File: config.mk
export PLATFORM = sky130hd
export DESIGN_NAME = one_sweep_ctrl_flat
export DESIGN_NICKNAME = d
export VERILOG_FILES = /design/src/rtl/one_sweep_ctrl_pkg.sv /design/src/rtl/one_sweep_ctrl_if.sv /design/src/rtl/one_sweep_ctrl_settle_timer.sv /design/src/rtl/one_sweep_ctrl.sv /design/src/flat_wrapper.sv
export SDC_FILE = /design/constraint.sdc
export NUM_CORES = 1
export LEC_CHECK = 0
export CAP_MARGIN = 5
export CORE_MARGIN = 5
export CORE_UTILIZATION = 47
export CTS_CLUSTER_SIZE = 8
export DETAILED_ROUTE_END_ITERATION = 10
export PLACE_DENSITY = 0.72
export SYNTH_ARGS = -nofsm -noshare
export SYNTH_HDL_FRONTEND = slang
export SYNTH_SLANG_ARGS = --single-unit
File: constraint.sdc
create_clock -name clk -period 1.7 [get_ports clk]
set_input_delay 0.17 -clock clk [delete_from_list [all_inputs] [get_ports clk]]
set_output_delay 0.17 -clock clk [all_outputs]
set_load 0.02 [all_outputs]
File: src/rtl/one_sweep_ctrl_pkg.sv
// Shared definitions for the exhaustive sweep sequencer: state encoding and
// default geometry of the function unit under test.
package one_pkg;

  localparam int N_DEF      = 4;
  localparam int SETTLE_DEF = 2;

  typedef enum logic [1:0] {
    ST_IDLE   = 2'd0,
    ST_DRIVE  = 2'd1,
    ST_SAMPLE = 2'd2,
    ST_DONE   = 2'd3
  } state_t;

endpackage

File: src/rtl/one_sweep_ctrl_if.sv
// Bundle of the host handshake and the function-unit drive/sense signals.
// The master side is the host plus function unit; the slave side is the sequencer.
interface one_sweep_if #(
  parameter int N = one_pkg::N_DEF
);

  logic                start;
  logic                abort;
  logic                f_in;
  logic                en_out;
  logic [N-1:0]        w_out;
  logic                busy;
  logic                done;
  logic [(1<<N)-1:0]   table_out;
  logic [N:0]          ones_cnt;

  modport master (
    output start, abort, f_in,
    input  en_out, w_out, busy, done, table_out, ones_cnt
  );

  modport slave (
    input  start, abort, f_in,
    output en_out, w_out, busy, done, table_out, ones_cnt
  );

endinterface

File: src/rtl/one_sweep_ctrl_settle_timer.sv
// Settle-window counter: counts while enabled, wraps to zero on expire, and
// expire flags the last cycle of the window (count == SETTLE-1).
module one_settle_timer #(
  parameter int SETTLE = one_pkg::SETTLE_DEF
) (
  input  logic clk,
  input  logic rst_n,
  input  logic clear,
  input  logic enable,
  output logic expire
);

  localparam logic [3:0] LAST = 4'(SETTLE - 1);

  logic [3:0] count_reg;

  assign expire = enable && (count_reg == LAST);

  always_ff @(posedge clk or negedge rst_n) begin
    if (!rst_n) begin
      count_reg <= 4'd0;
    end else if (clear) begin
      count_reg <= 4'd0;
    end else if (enable) begin
      count_reg <= expire ? 4'd0 : count_reg + 4'd1;
    end
  end

endmodule

File: src/rtl/one_sweep_ctrl.sv
// Exhaustive sweep sequencer: drives En/W of a 4-input function unit through
// every code, samples f after a settle window and accumulates a truth table.
module one_sweep_ctrl
  import one_pkg::*;
#(
  parameter int N      = N_DEF,
  parameter int SETTLE = SETTLE_DEF
) (
  input  logic      clk,
  input  logic      rst_n,
  one_sweep_if.slave bus
);

  localparam int           T      = 1 << N;
  localparam logic [N-1:0] W_LAST = {N{1'b1}};
  localparam logic [N-1:0] W_ONE  = {{(N-1){1'b0}}, 1'b1};
  localparam logic [T-1:0] HOT0   = {{(T-1){1'b0}}, 1'b1};

  state_t       state_reg;
  state_t       state_next;
  logic [N-1:0] w_reg;
  logic [N:0]   ones_reg;
  logic [T-1:0] table_reg;
  logic [T-1:0] code_hot;

  logic accept;
  logic active;
  logic last_code;
  logic sample_wr;
  logic settle_expire;
  logic en_comb;
  logic busy_comb;
  logic done_comb;

  assign active    = (state_reg == ST_DRIVE) || (state_reg == ST_SAMPLE);
  // abort outranks start so a simultaneous pair leaves the block idle
  assign accept    = (state_reg == ST_IDLE) && bus.start && !bus.abort;
  assign last_code = (w_reg == W_LAST);
  assign sample_wr = (state_reg == ST_SAMPLE) && !bus.abort;
  assign code_hot  = HOT0 << w_reg;

  one_settle_timer #(
    .SETTLE (SETTLE)
  ) u_settle (
    .clk    (clk),
    .rst_n  (rst_n),
    .clear  ((state_reg != ST_DRIVE) || bus.abort),
    .enable (state_reg == ST_DRIVE),
    .expire (settle_expire)
  );

  always_ff @(posedge clk or negedge rst_n) begin
    if (!rst_n) begin
      state_reg <= ST_IDLE;
    end else begin
      state_reg <= state_next;
    end
  end

  always_comb begin
    state_next = state_reg;
    case (state_reg)
      ST_IDLE: begin
        if (accept) state_next = ST_DRIVE;
      end
      ST_DRIVE: begin
        if (bus.abort)          state_next = ST_IDLE;
        else if (settle_expire) state_next = ST_SAMPLE;
      end
      ST_SAMPLE: begin
        if (bus.abort)      state_next = ST_IDLE;
        else if (last_code) state_next = ST_DONE;
        else                state_next = ST_DRIVE;
      end
      ST_DONE: begin
        state_next = ST_IDLE;
      end
      default: state_next = ST_IDLE;
    endcase
  end

  // Outputs decode straight from the state so a reset drops En without a clock
  always_comb begin
    en_comb   = 1'b0;
    busy_comb = 1'b0;
    done_comb = 1'b0;
    case (state_reg)
      ST_DRIVE, ST_SAMPLE: begin
        en_comb   = 1'b1;
        busy_comb = 1'b1;
      end
      ST_DONE: begin
        done_comb = 1'b1;
      end
      default: begin
        en_comb   = 1'b0;
      end
    endcase
  end

  // The terminal code returns W to 0 for DONE instead of wrapping into DRIVE
  always_ff @(posedge clk or negedge rst_n) begin
    if (!rst_n) begin
      w_reg    <= '0;
      ones_reg <= '0;
    end else if (accept) begin
      w_reg    <= '0;
      ones_reg <= '0;
    end else if (sample_wr) begin
      ones_reg <= ones_reg + {{N{1'b0}}, bus.f_in};
      w_reg    <= last_code ? '0 : w_reg + W_ONE;
    end else if (active && bus.abort) begin
      w_reg    <= '0;
    end
  end

  for (genvar gi = 0; gi < T; gi++) begin : g_table
    logic bit_reg;

    always_ff @(posedge clk or negedge rst_n) begin
      if (!rst_n) begin
        bit_reg <= 1'b0;
      end else if (accept) begin
        bit_reg <= 1'b0;
      end else if (sample_wr && code_hot[gi]) begin
        bit_reg <= bus.f_in;
      end
    end

    assign table_reg[gi] = bit_reg;
  end

  assign bus.en_out    = en_comb;
  assign bus.busy      = busy_comb;
  assign bus.done      = done_comb;
  assign bus.w_out     = w_reg;
  assign bus.table_out = table_reg;
  assign bus.ones_cnt  = ones_reg;

endmodule

File: src/flat_wrapper.sv
// flat-port wrapper written by rule: the top's interface ports become plain ports
module one_sweep_ctrl_flat import one_pkg::*;
#(
  parameter int N      = N_DEF,
  parameter int SETTLE = SETTLE_DEF
)
  (clk, rst_n, bus_start, bus_abort, bus_f_in, bus_en_out, bus_w_out, bus_busy, bus_done, bus_table_out, bus_ones_cnt);
  one_sweep_if #(.N(N)) bus_i ();
  input  logic clk;
  input  logic rst_n;
  input wire logic [$bits(bus_i.start)-1:0] bus_start;
  input wire logic [$bits(bus_i.abort)-1:0] bus_abort;
  input wire logic [$bits(bus_i.f_in)-1:0] bus_f_in;
  output wire logic [$bits(bus_i.en_out)-1:0] bus_en_out;
  output wire logic [$bits(bus_i.w_out)-1:0] bus_w_out;
  output wire logic [$bits(bus_i.busy)-1:0] bus_busy;
  output wire logic [$bits(bus_i.done)-1:0] bus_done;
  output wire logic [$bits(bus_i.table_out)-1:0] bus_table_out;
  output wire logic [$bits(bus_i.ones_cnt)-1:0] bus_ones_cnt;
  assign bus_i.start = bus_start;
  assign bus_i.abort = bus_abort;
  assign bus_i.f_in = bus_f_in;
  assign bus_en_out = bus_i.en_out;
  assign bus_w_out = bus_i.w_out;
  assign bus_busy = bus_i.busy;
  assign bus_done = bus_i.done;
  assign bus_table_out = bus_i.table_out;
  assign bus_ones_cnt = bus_i.ones_cnt;
  one_sweep_ctrl #(.N(N), .SETTLE(SETTLE)) u_core (.clk(clk), .rst_n(rst_n), .bus(bus_i));
endmodule
======== Word-level counts from Yosys, hierarchy flattened ========
Cells that the tools add are included.
cells by class
  reductions and logical operators ........ 46
  add/subtract/negate cells ............... 3
  shift operators ......................... 1
  equality and inequality tests ........... 8
  multiplexer cells ....................... 49
operators by type and width
  kind                  number
  $reduce_bool 2->1     18
  $mux 1                34
  $mux 4                7
  $logic_and 1x1->1     21
  $shl 1x4->16 const A  1
  $mux 2                5
  $mux 5                2
  $add 4x1->4 const B   2
  $pmux 2 s4            1
  $add 5x1->5           1
  $eq 2x2->1 const B    2
  $eq 4x1->1 const B    1
  $eq 4x4->1 const B    1
  $ne 2x1->1 const B    2
  $ne 3x2->1 const B    1
  $reduce_bool 3->1     1
  $eq 2x1->1 const B    1
  $logic_not 2->1       1
  $logic_or 1x1->1      2
  $reduce_and 2->1      1
  $reduce_or 2->1       1
  $logic_not 1->1       1
storage, ports and cells
  register bits ........................... 31
  input port bits ......................... 5

======== Longest topological paths before layout ========
Gate-level depths: netlist of run 1.
  word-level depth ........................ 6
  depth in mapped cells ................... 6

======== By module ========
From an unflattened synthesis of run 1, not the netlist that was laid out.
second synthesis, totals
  cells, all modules ...................... 186
  area total of the unflattened synthesis .. 1894.3 um^2
by module, submodules not included
  module            cells each  area each (um^2)  sequential area each (um^2)  times used
  one_sweep_ctrl    163         1667.8            675.6                        1
  one_settle_timer  23          226.5             100.1                        1

======== Least setup slack after synthesis of run 1 ========
Ideal clock, no wire load.
  path type ............................... register to register
  start ................................... register u_core.u_settle.count_reg[1]
  end ..................................... register u_core.state_reg[1]
  buffers on the path ..................... 0
  setup slack ............................. 0.089 ns
  clock period less this slack ............ 1.611 ns
  cell stages (with the launch flop) ...... 6
  arrival ................................. 1.484 ns
  setup time .............................. 0.128 ns
  required time ........................... 1.572 ns
  cells stage by stage .................... dfrtp_1 > inv_1 > ha_1 > or3b_4 > a32oi_2 > mux2_1
between the ends
  cells in the longest elaborated chain, start to end .. 4
ends and longest elaborated chain
  what                               line                               source
  start, declared                    one_sweep_ctrl_settle_timer.sv:15  logic [3:0] count_reg;
  start signal, assigned             one_sweep_ctrl_settle_timer.sv:25  count_reg <= expire ? 4'd0 : count_reg + 4'd1;
  $eq 4x1->1                         one_sweep_ctrl_settle_timer.sv:17  assign expire = enable && (count_reg == LAST);
  $logic_and 1x1->1                  one_sweep_ctrl_settle_timer.sv:17
  $ne 3x2->1 (no source line)        --
  $reduce_and 2->1 (no source line)  --
  end signal, assigned               one_sweep_ctrl.sv:56               state_reg <= state_next;
  end, declared                      one_sweep_ctrl.sv:19               state_t state_reg;
No other way between the ends.
A chain may end at the register's enable or synchronous reset.

======== Final worst setup path of run 1 ========
Ends and elaborated chain as after synthesis.

==> results of run 1 <==
final cells by class:
cell class / count / area share (%)
clock buffers: 6 / 3.66
clock inverters: 1 / 0.222
inverters: 8 / 1.33
multi-input cells: 121 / 39.8
flip-flops and latches: 31 / 34.5
well taps: 48 / 2.66
repair buffers: 43 / 17.9
synth_stat cells (5+ instances only):
| master | count | area [µm²] |
|---|---|---|
| nand3_1 | 7 | 35.0 |
| ha_1 | 15 | 188 |
| nor2_1 | 12 | 45.0 |
| a21oi_1 | 5 | 25.0 |
| buf_2 | 5 | 25.0 |
| inv_1 | 8 | 30.0 |
| mux2i_1 | 18 | 180 |
| o21ai_0 | 5 | 25.0 |
| dfrtp_1 | 31 | 776 |
| buf_4 | 17 | 128 |
| nand2_1 | 29 | 109 |
power breakdown:
part / total [mW] / internal, mW / switching (mW) / leakage [nW]
Sequential: 0.906 / 0.822 / 0.0843 / 0.420
Clock: 0.573 / 0.317 / 0.256 / 0.0470
Combinational: 0.913 / 0.417 / 0.496 / 0.607
layer usage:
metal / GRT usage, % / vias to the layer above
met5: 0 / -
met4: 6.76 / 0
met3: 5.54 / 6
met2: 28.2 / 25
met1: 18.4 / 684
li1: - / 659
final timing paths:
path,startpoint,to,slack (ns)
max,u_core.u_settle.count_reg[1],u_core.state_reg[1],0.05
min,rst_n,u_core.g_table[1].bit_reg,0.28
min in group clk,u_core.u_settle.count_reg[0],u_core.u_settle.count_reg[0],0.50
max reg2reg,u_core.u_settle.count_reg[1],u_core.state_reg[1],0.05
max in group asynchronous,rst_n,u_core.bus.w_out[3],1.11
min reg2reg,u_core.u_settle.count_reg[0],u_core.u_settle.count_reg[0],0.50
kinds of logic (layout without fill, tap and decap cells):
logic type | after synthesis | in the layout | synth area share, %
and+or+nand+nor | 68 | 68 | 19.9
DFF | 31 | 31 | 42.3
buffers and inverters | 30 | 58 | 9.95
muxes | 19 | 19 | 10.4
AOI/OAI and AO/OA | 16 | 16 | 5.79
adders and majority gates | 15 | 15 | 10.2
xor gates and xnor gates | 3 | 3 | 1.43
what timing repair did:
action | 4_1_cts | 5_1_grt
gates resized for setup | 3 | 7
hold buffers | 0 | 0
setup buffers | 0 | 1
setup endpoints to repair | 3 | 24
endpoints found under the hold margin | 0 | 0
pin swaps | 0 | 1
through the flow:
stage | instances | setup TNS, ns | hold slack (ns) | instance area (µm²)
2_1_floorplan | 182 | 0 | -0.126 | 1840
3_3_place_gp | 250 | 0 | 0.473 | 2140
3_5_place_dp | 250 | -0.136 | 0.495 | 2140
4_1_cts | 257 | 0 | 0.289 | 2220
5_1_grt | 258 | -0.0294 | 0.327 | 2260
6_report | 258 | 0 | 0.282 | 2260
==> metrics, run 1 <==
RSZ-0062 raised after global routing=true; Final Max Tran Viols=0; Reg clk slew, reported paths=0.07 ns; grt total ovfl=0; FF+latch area=778 µm²; kind of critical path=flop to flop; Post-synth top flop=dfrtp_1; Fillers=334; critical path capture point type=flop; Vias/cell=5.33; final RePlAce weighted congestion=0.764; critical path cell sequence=inv_1 > ha_1 > or3b_4 > a32oi_2 > mux2_1; H-Tree Depth=2; Synth Area per Inst=10.1 µm²; commonest non-fill, non-tap cells in the layout=30 x clkdlybuf4s50_1, 29 x nand2_1, 29 x dfrtp_1; DP HPWL=2810 µm; FP Rows=22; drt wl/cell=14.7 µm; Slowest cell on crit path=dfrtp_1; port bufs=32; overall power=2.39 mW; Multi-input gate area=897 µm²; Layout area overhead=22.9%; number of global-route vias before repair=1456; Clk Tree Root Cell=clkbuf_8; largest net degree at the start of global routing=32; TritonCTS clock tree=built; Clock Path Buffers=2; Critical Path Fanout Max=3; Unique masters post-synth=34; Mapped Area=1840 µm²; met2 routed WL=1950 µm; drt total wl=3780 µm; Synth Instances=182; fin crit share=96.8%; Setup Skew=0.00894 ns; Hold Violations, Final=0; first-pass GRT wire length=6600 µm; fin util=60.7%; initial core utilization=49.4%; slack of the critical path=0.0542 ns; status=finished clean; Total GRT Usage=16.4%; Place WS=-0.0612 ns; Detail Route Antenna Nets=0; #FFs+latches synth=31; startpoint types=flop; Num CTS Buffers=5; kind of cell adding the most delay to the critical path=flip-flops; leading cell type in the layout, fill and taps excluded=clkdlybuf4s50_1; relative slew slack=73.3%; Max Cap Viol=0; Post-synth ARST share=100%; Die W=72.5 µm; Detailed Route Iter0 Violations=41; Core Region=3720 µm²; Worst Hold Class=primary input to asynchronous set/reset pin; WP data required=1.86 ns; CTS Sinks=31; Ports=33; worst-margin pin slew=0.401 ns; routed via count=1374; Achievable Freq=608 MHz; Die Span Y=72.5 µm; ant diodes=0; Post-synth EDFFs=0; register area share after synthesis=42.3%; peak supply drop=0.000709 V; share of layout cells above drive strength 1=13.3%; Skew-Pair Late Insertion Delay=0.28 ns; Metal-1 WL=1570 µm; Setup violations, final=0; R2R depth=5; max reg flops=16; number of cells on the critical path=5; DR pass1 iterations=4; Top Layer Used=met4; metal3 WL=197 µm; final net count=230; Mapped Nets=202; CP arrival=1.80 ns; initial antenna violation count=0; minimum clock period=1.65 ns; buffers and inverters on the worst path=1; DR DRC count=0; DIE AREA=5250 µm²; max incr delay on CP=0.40 ns; leakage=1.07 nW; PwrDens=1060 nW/µm²; warnings from Yosys=0
Power figures use the tool's default switching activity.
==> run 2: changes to the inputs <==
--- a/config.mk
+++ b/config.mk
@@ -7,10 +7,11 @@
 export LEC_CHECK = 0
 export CAP_MARGIN = 5
 export CORE_MARGIN = 5
-export CORE_UTILIZATION = 47
+export CORE_UTILIZATION = 40
 export CTS_CLUSTER_SIZE = 8
 export DETAILED_ROUTE_END_ITERATION = 10
-export PLACE_DENSITY = 0.72
+export PLACE_DENSITY = 0.63
+export SETUP_SLACK_MARGIN = 0.15
 export SYNTH_ARGS = -nofsm -noshare
 export SYNTH_HDL_FRONTEND = slang
 export SYNTH_SLANG_ARGS = --single-unit
==> metrics, run 2 (same netlist as run 1, synthesis figures left out) <==
Critical Path Fanout Max=4 (+1); Ports=33 (unchanged); routed via count=1384 (+0.73%); R2R depth=4 (-1); initial antenna violation count=0 (unchanged); number of global-route vias before repair=1471 (+1.0%); DR DRC count=0 (unchanged); kind of critical path=flop to flop; hold slack=0.287 ns (+0.00461 ns); RSZ-0062 raised after global routing=true; Worst Hold Class=primary input to asynchronous set/reset pin; slack of the critical path=0.0884 ns (+0.0342 ns); drt total wl=4150 µm (+9.6%); Skew-Pair Late Insertion Delay=0.28 ns (about the same); relative slew slack=72.1% (-1.1 points); Detailed Route Iter0 Violations=90 (+120%); Hold Violations, Final=0 (unchanged); final net count=235 (+2.2%); Num CTS Buffers=5 (unchanged); DIE AREA=6040 µm² (+15%); first-pass GRT wire length=7090 µm (+7.3%); DP HPWL=2960 µm (+5.1%); largest net degree at the start of global routing=32 (unchanged); peak supply drop=0.000784 V (+11%); Detail Route Antenna Nets=0 (unchanged); CTS Sinks=31 (unchanged); Max Cap Viol=0 (unchanged); DR pass1 iterations=4 (unchanged); max reg flops=16 (unchanged); Core Region=4410 µm² (+19%); FP Rows=24 (+9.1%); Reg clk slew, reported paths=0.06 ns (about the same); Achievable Freq=620 MHz (+2.1%); startpoint types=flop; CP arrival=1.78 ns (-0.02 ns); Layout area overhead=26.4%; Die Span Y=77.7 µm (+7.2%); leading cell type in the layout, fill and taps excluded=dfrtp_1; WP data required=1.86 ns (about the same); final cell count without fillers=268 (+3.9%); Clk Tree Root Cell=clkbuf_8; reg-to-reg endpoint=u_core.state_reg[1]; port bufs=32 (unchanged); fin crit share=94.8% (-2.0 points); Die W=77.7 µm (+7.2%); commonest non-fill, non-tap cells in the layout=28 x dfrtp_1, 26 x nand2_1, 25 x clkdlybuf4s50_1; Setup violations, final=0 (unchanged); initial core utilization=41.6% (-7.8 points); grt total ovfl=0 (unchanged); Clock Path Buffers=2 (unchanged); worst-margin pin slew=0.418 ns (+0.0172 ns); Fillers=381 (+14%); worst r2r src=u_core.u_settle.count_reg[0]; critical path capture point type=flop; Final Max Tran Viols=0 (unchanged); ant diodes=0 (unchanged); Place WS=-0.0636 ns (-0.00240 ns); Total GRT Usage=14.6% (-1.7 points); H-Tree Depth=2 (unchanged); PwrDens=1090 nW/µm² (+2.4%); share of layout cells above drive strength 1=19.4% (+6.1 points); placed insts=255 (+2.0%); leakage=1.12 nW (+4.0%); status=finished clean; R2R Setup Slk=0.09 ns (+0.03 ns); Setup Skew=0.00276 ns (-0.00618 ns); minimum clock period=1.61 ns (-0.0342 ns); hold buffers post-CTS=0 (unchanged); final RePlAce weighted congestion=0.828 (+8.3%); drt wl/cell=15.5 µm (+5.6%); TritonCTS clock tree=built; Vias/cell=5.16 (-3.0%)
run 2: worst max-delay path, cell delays in order (launching register included):
cell	delay, ns
dfrtp_1	0.40
ha_1	0.15
or3b_4	0.39
a32oi_4	0.22
mux2_4	0.33
run 2: final cells by class:
type | instances | area (µm²) | area share [%]
clock buffers | 7 | 76.3 | 3.29
well taps | 52 | 65.1 | 2.80
multi-input cells | 121 | 940 | 40.5
clock inverters | 1 | 5.00 | 0.216
repair buffers | 48 | 425 | 18.3
flip-flops and latches | 31 | 779 | 33.6
inverters | 8 | 30.0 | 1.29
run 2: through the flow:
stage	area, µm²	power (mW)	util [%]	setup TNS [ns]
after CTS	2280	2.47	51.7	0
after global placement	2150	1.79	48.7	0
after detailed placement	2150	1.84	48.7	-0.355
after floorplan	1840	1.48	-	0
final	2320	2.52	52.6	0
after global routing	2320	2.68	52.6	0
run 2: report_power, final:
group / internal, mW / leakage [nW] / switching, mW / total (mW)
clock network: 0.287 / 0.0422 / 0.269 / 0.555
logic: 0.490 / 0.657 / 0.574 / 1.06
registers: 0.822 / 0.419 / 0.0786 / 0.900
total: 1.60 / 1.12 / 0.921 / 2.52
run 2: worst max-delay path by stage:
stage	start	endpoint	slack (ns)	cells past startpoint
finish	u_core.u_settle.count_reg[0]	u_core.state_reg[1]	0.09	4
global route	u_core.u_settle.count_reg[1]	u_core.state_reg[1]	0.02	5
CTS	u_core.u_settle.count_reg[1]	u_core.state_reg[1]	0.07	5
detailed placement	bus_abort	u_core.g_table[8].bit_reg	-0.06	5
global placement	bus_abort	u_core.g_table[14].bit_reg	0.06	5
floorplan	u_core.u_settle.count_reg[1]	u_core.state_reg[1]	0.13	5
run 2: repair_timing:
item	in CTS	in global routing
endpoints found under the setup margin	30	23
setup buffers	3	2
resized for setup	20	12
pin swaps	1	2
run 2: layer usage:
| metal | track usage [%] | vias to the layer above | share of wire, % |
|---|---|---|---|
| met5 | 0 | - | 0 |
| met4 | 5.50 | 0 | 1.6 |
| met3 | 4.51 | 8 | 4.2 |
| met2 | 24.5 | 33 | 50 |
| met1 | 17.6 | 675 | 44 |
| li1 | - | 668 | - |
==> run 3: changes to the inputs <==
--- a/config.mk
+++ b/config.mk
@@ -7,10 +7,10 @@
 export LEC_CHECK = 0
 export CAP_MARGIN = 5
 export CORE_MARGIN = 5
-export CORE_UTILIZATION = 40
+export CORE_UTILIZATION = 47
 export CTS_CLUSTER_SIZE = 8
 export DETAILED_ROUTE_END_ITERATION = 10
-export PLACE_DENSITY = 0.63
+export PLACE_DENSITY = 0.72
 export SETUP_SLACK_MARGIN = 0.15
 export SYNTH_ARGS = -nofsm -noshare
 export SYNTH_HDL_FRONTEND = slang
==> metrics, run 3 (same netlist as run 1, synthesis figures left out) <==
final cell count without fillers=262 (-2.2%); Core Region=3720 µm² (-16%); placed insts=252 (-1.2%); routed via count=1381 (-0.22%); port bufs=32 (unchanged); Clock Path Buffers=2 (unchanged); R2R Setup Slk=0.07 ns (-0.02 ns); startpoint types=flop; worst-margin pin slew=0.398 ns (-0.0198 ns); commonest non-fill, non-tap cells in the layout=28 x nand2_1, 27 x dfrtp_1, 24 x clkdlybuf4s50_1; drt total wl=4190 µm (+0.99%); relative slew slack=73.5% (+1.3 points); Fillers=296 (-22%); kind of critical path=flop to flop; Max Cap Viol=0 (unchanged); Placement Cell Area=2150 µm² (+0.12%); Skew-Pair Late Insertion Delay=0.29 ns (about the same); hold slack=0.270 ns (-0.0170 ns); max reg flops=16 (unchanged); Post-Route Setup TNS=0 ns (unchanged); Reg clk slew, reported paths=0.06 ns (about the same); status=finished clean; Die Span Y=72.5 µm (-6.8%); Final Max Tran Viols=0 (unchanged); Setup Skew=0.00334 ns (+0.000576 ns); DR DRC count=0 (unchanged); WP data required=1.87 ns (about the same); initial antenna violation count=0 (unchanged); Num CTS Buffers=5 (unchanged); minimum clock period=1.63 ns (+0.0198 ns); final RePlAce weighted congestion=0.753 (-9.1%); leading cell type in the layout, fill and taps excluded=nand2_1; PwrDens=1110 nW/µm² (+1.9%); Worst Hold Class=primary input to asynchronous set/reset pin; H-Tree Depth=2 (unchanged); Vias/cell=5.27 (+2.1%); Clk Tree Root Cell=clkbuf_8; DIE AREA=5250 µm² (-13%); R2R depth=5 (+1); TritonCTS clock tree=built; overall power=2.56 mW (+1.6%); final net count=233 (-0.85%); leakage=1.13 nW (+1.3%); crit path to=u_core.state_reg[1]; share of layout cells above drive strength 1=18.7% (-0.75 points); drt wl/cell=16.0 µm (+3.3%); number of global-route vias before repair=1437 (-2.3%); RSZ-0062 raised after global routing=true; CTS Sinks=31 (unchanged); grt total ovfl=0 (unchanged); Setup violations, final=0 (unchanged); Hold Violations, Final=0 (unchanged); peak supply drop=0.000639 V (-18%); Layout area overhead=26.1%; fin crit share=96.0% (+1.2 points); Total GRT Usage=17.4% (+2.7 points); CP Launch Point=u_core.u_settle.count_reg[1]; ant diodes=0 (unchanged); Detail Route Antenna Nets=0 (unchanged); initial core utilization=49.4% (+7.8 points); largest net degree at the start of global routing=32 (unchanged); Ports=33 (unchanged); first-pass GRT wire length=6940 µm (-2.0%); final design instance area without fill=2310 µm² (-0.27%); critical path capture point type=flop; Achievable Freq=613 MHz (-1.2%); Critical Path Fanout Max=3 (-1); reg-to-reg endpoint=u_core.state_reg[1]; FP Rows=22 (-8.3%); CP arrival=1.80 ns (+0.02 ns); DP HPWL=3080 µm (+4.1%); Die W=72.5 µm (-6.8%); DR pass1 iterations=4 (unchanged); worst r2r src=u_core.u_settle.count_reg[1]; Detailed Route Iter0 Violations=70 (-22%)
run 3: cell types whose count changed in the layout (fill, tap and decap cells not counted), sizes merged:
cell,previous run,this run
clkdlybuf4s15,1,0
clkbuf,8,10
buf,17,14
dlymetal6s2s,0,1
clkinv,1,0
dlygate4sd2,4,5
clkdlybuf4s50,25,24
run 3: power breakdown:
| part | total (mW) | leakage, nW | internal, mW | switching, mW |
|---|---|---|---|---|
| Sequential | 0.910 | 0.417 | 0.823 | 0.0868 |
| Combinational | 1.02 | 0.664 | 0.463 | 0.553 |
| Clock | 0.635 | 0.0515 | 0.369 | 0.266 |
| Total | 2.56 | 1.13 | 1.66 | 0.906 |
run 3: repair_timing:
item | in CTS | in global routing
hold buffers | 0 | 0
pin swaps | 0 | 2
endpoints found under the setup margin | 30 | 7
resized for setup | 20 | 10
buffers inserted | 1 | 1
run 3: worst min path at each step:
stage	start	endpoint	slack [ns]	cells after the start
global placement	u_core.u_settle.count_reg[0]	u_core.u_settle.count_reg[0]	0.47	1
finish	rst_n	u_core.g_table[11].bit_reg	0.27	2
floorplan	rst_n	u_core.bus.ones_cnt[0]	-0.13	0
global route	rst_n	u_core.bus.ones_cnt[1]	0.32	2
detailed placement	u_core.u_settle.count_reg[0]	u_core.u_settle.count_reg[0]	0.49	1
CTS	rst_n	u_core.g_table[11].bit_reg	0.28	2
run 3: layout make-up:
cell class	count	area, µm²	share of cell area, %
clock buffer	8	100	4.32
timing repair buffer	46	409	17.7
inverter	8	30.0	1.30
multi-input combinational	121	935	40.4
sequential	31	781	33.7
tap	48	60.1	2.59
run 3: through the flow:
| step | worst slack (ns) | util (%) |
|---|---|---|
| finish | 0.0686 | 62.3 |
| floorplan | 0.127 | - |
| detailed placement | -0.0921 | 57.9 |
| global route | 0.0154 | 62.3 |
| CTS | 0.0362 | 61.8 |
| global placement | 0.0470 | 57.9 |
run 3: worst max-delay path, cell delays in order, from the launching register on:
cell and delay, ns:
dfrtp_1 0.39, inv_1 0.06, ha_1 0.12, or3b_4 0.39, a32oi_4 0.22, mux2_4 0.33
run 3: per-layer routing:
metal / global-route usage, % / up-vias / wire (µm)
li1: - / 670 / -
met1: 19.6 / 673 / 1680
met2: 30.0 / 28 / 2210
met3: 5.68 / 10 / 217
met4: 7.17 / 0 / 80
met5: 0 / - / 0
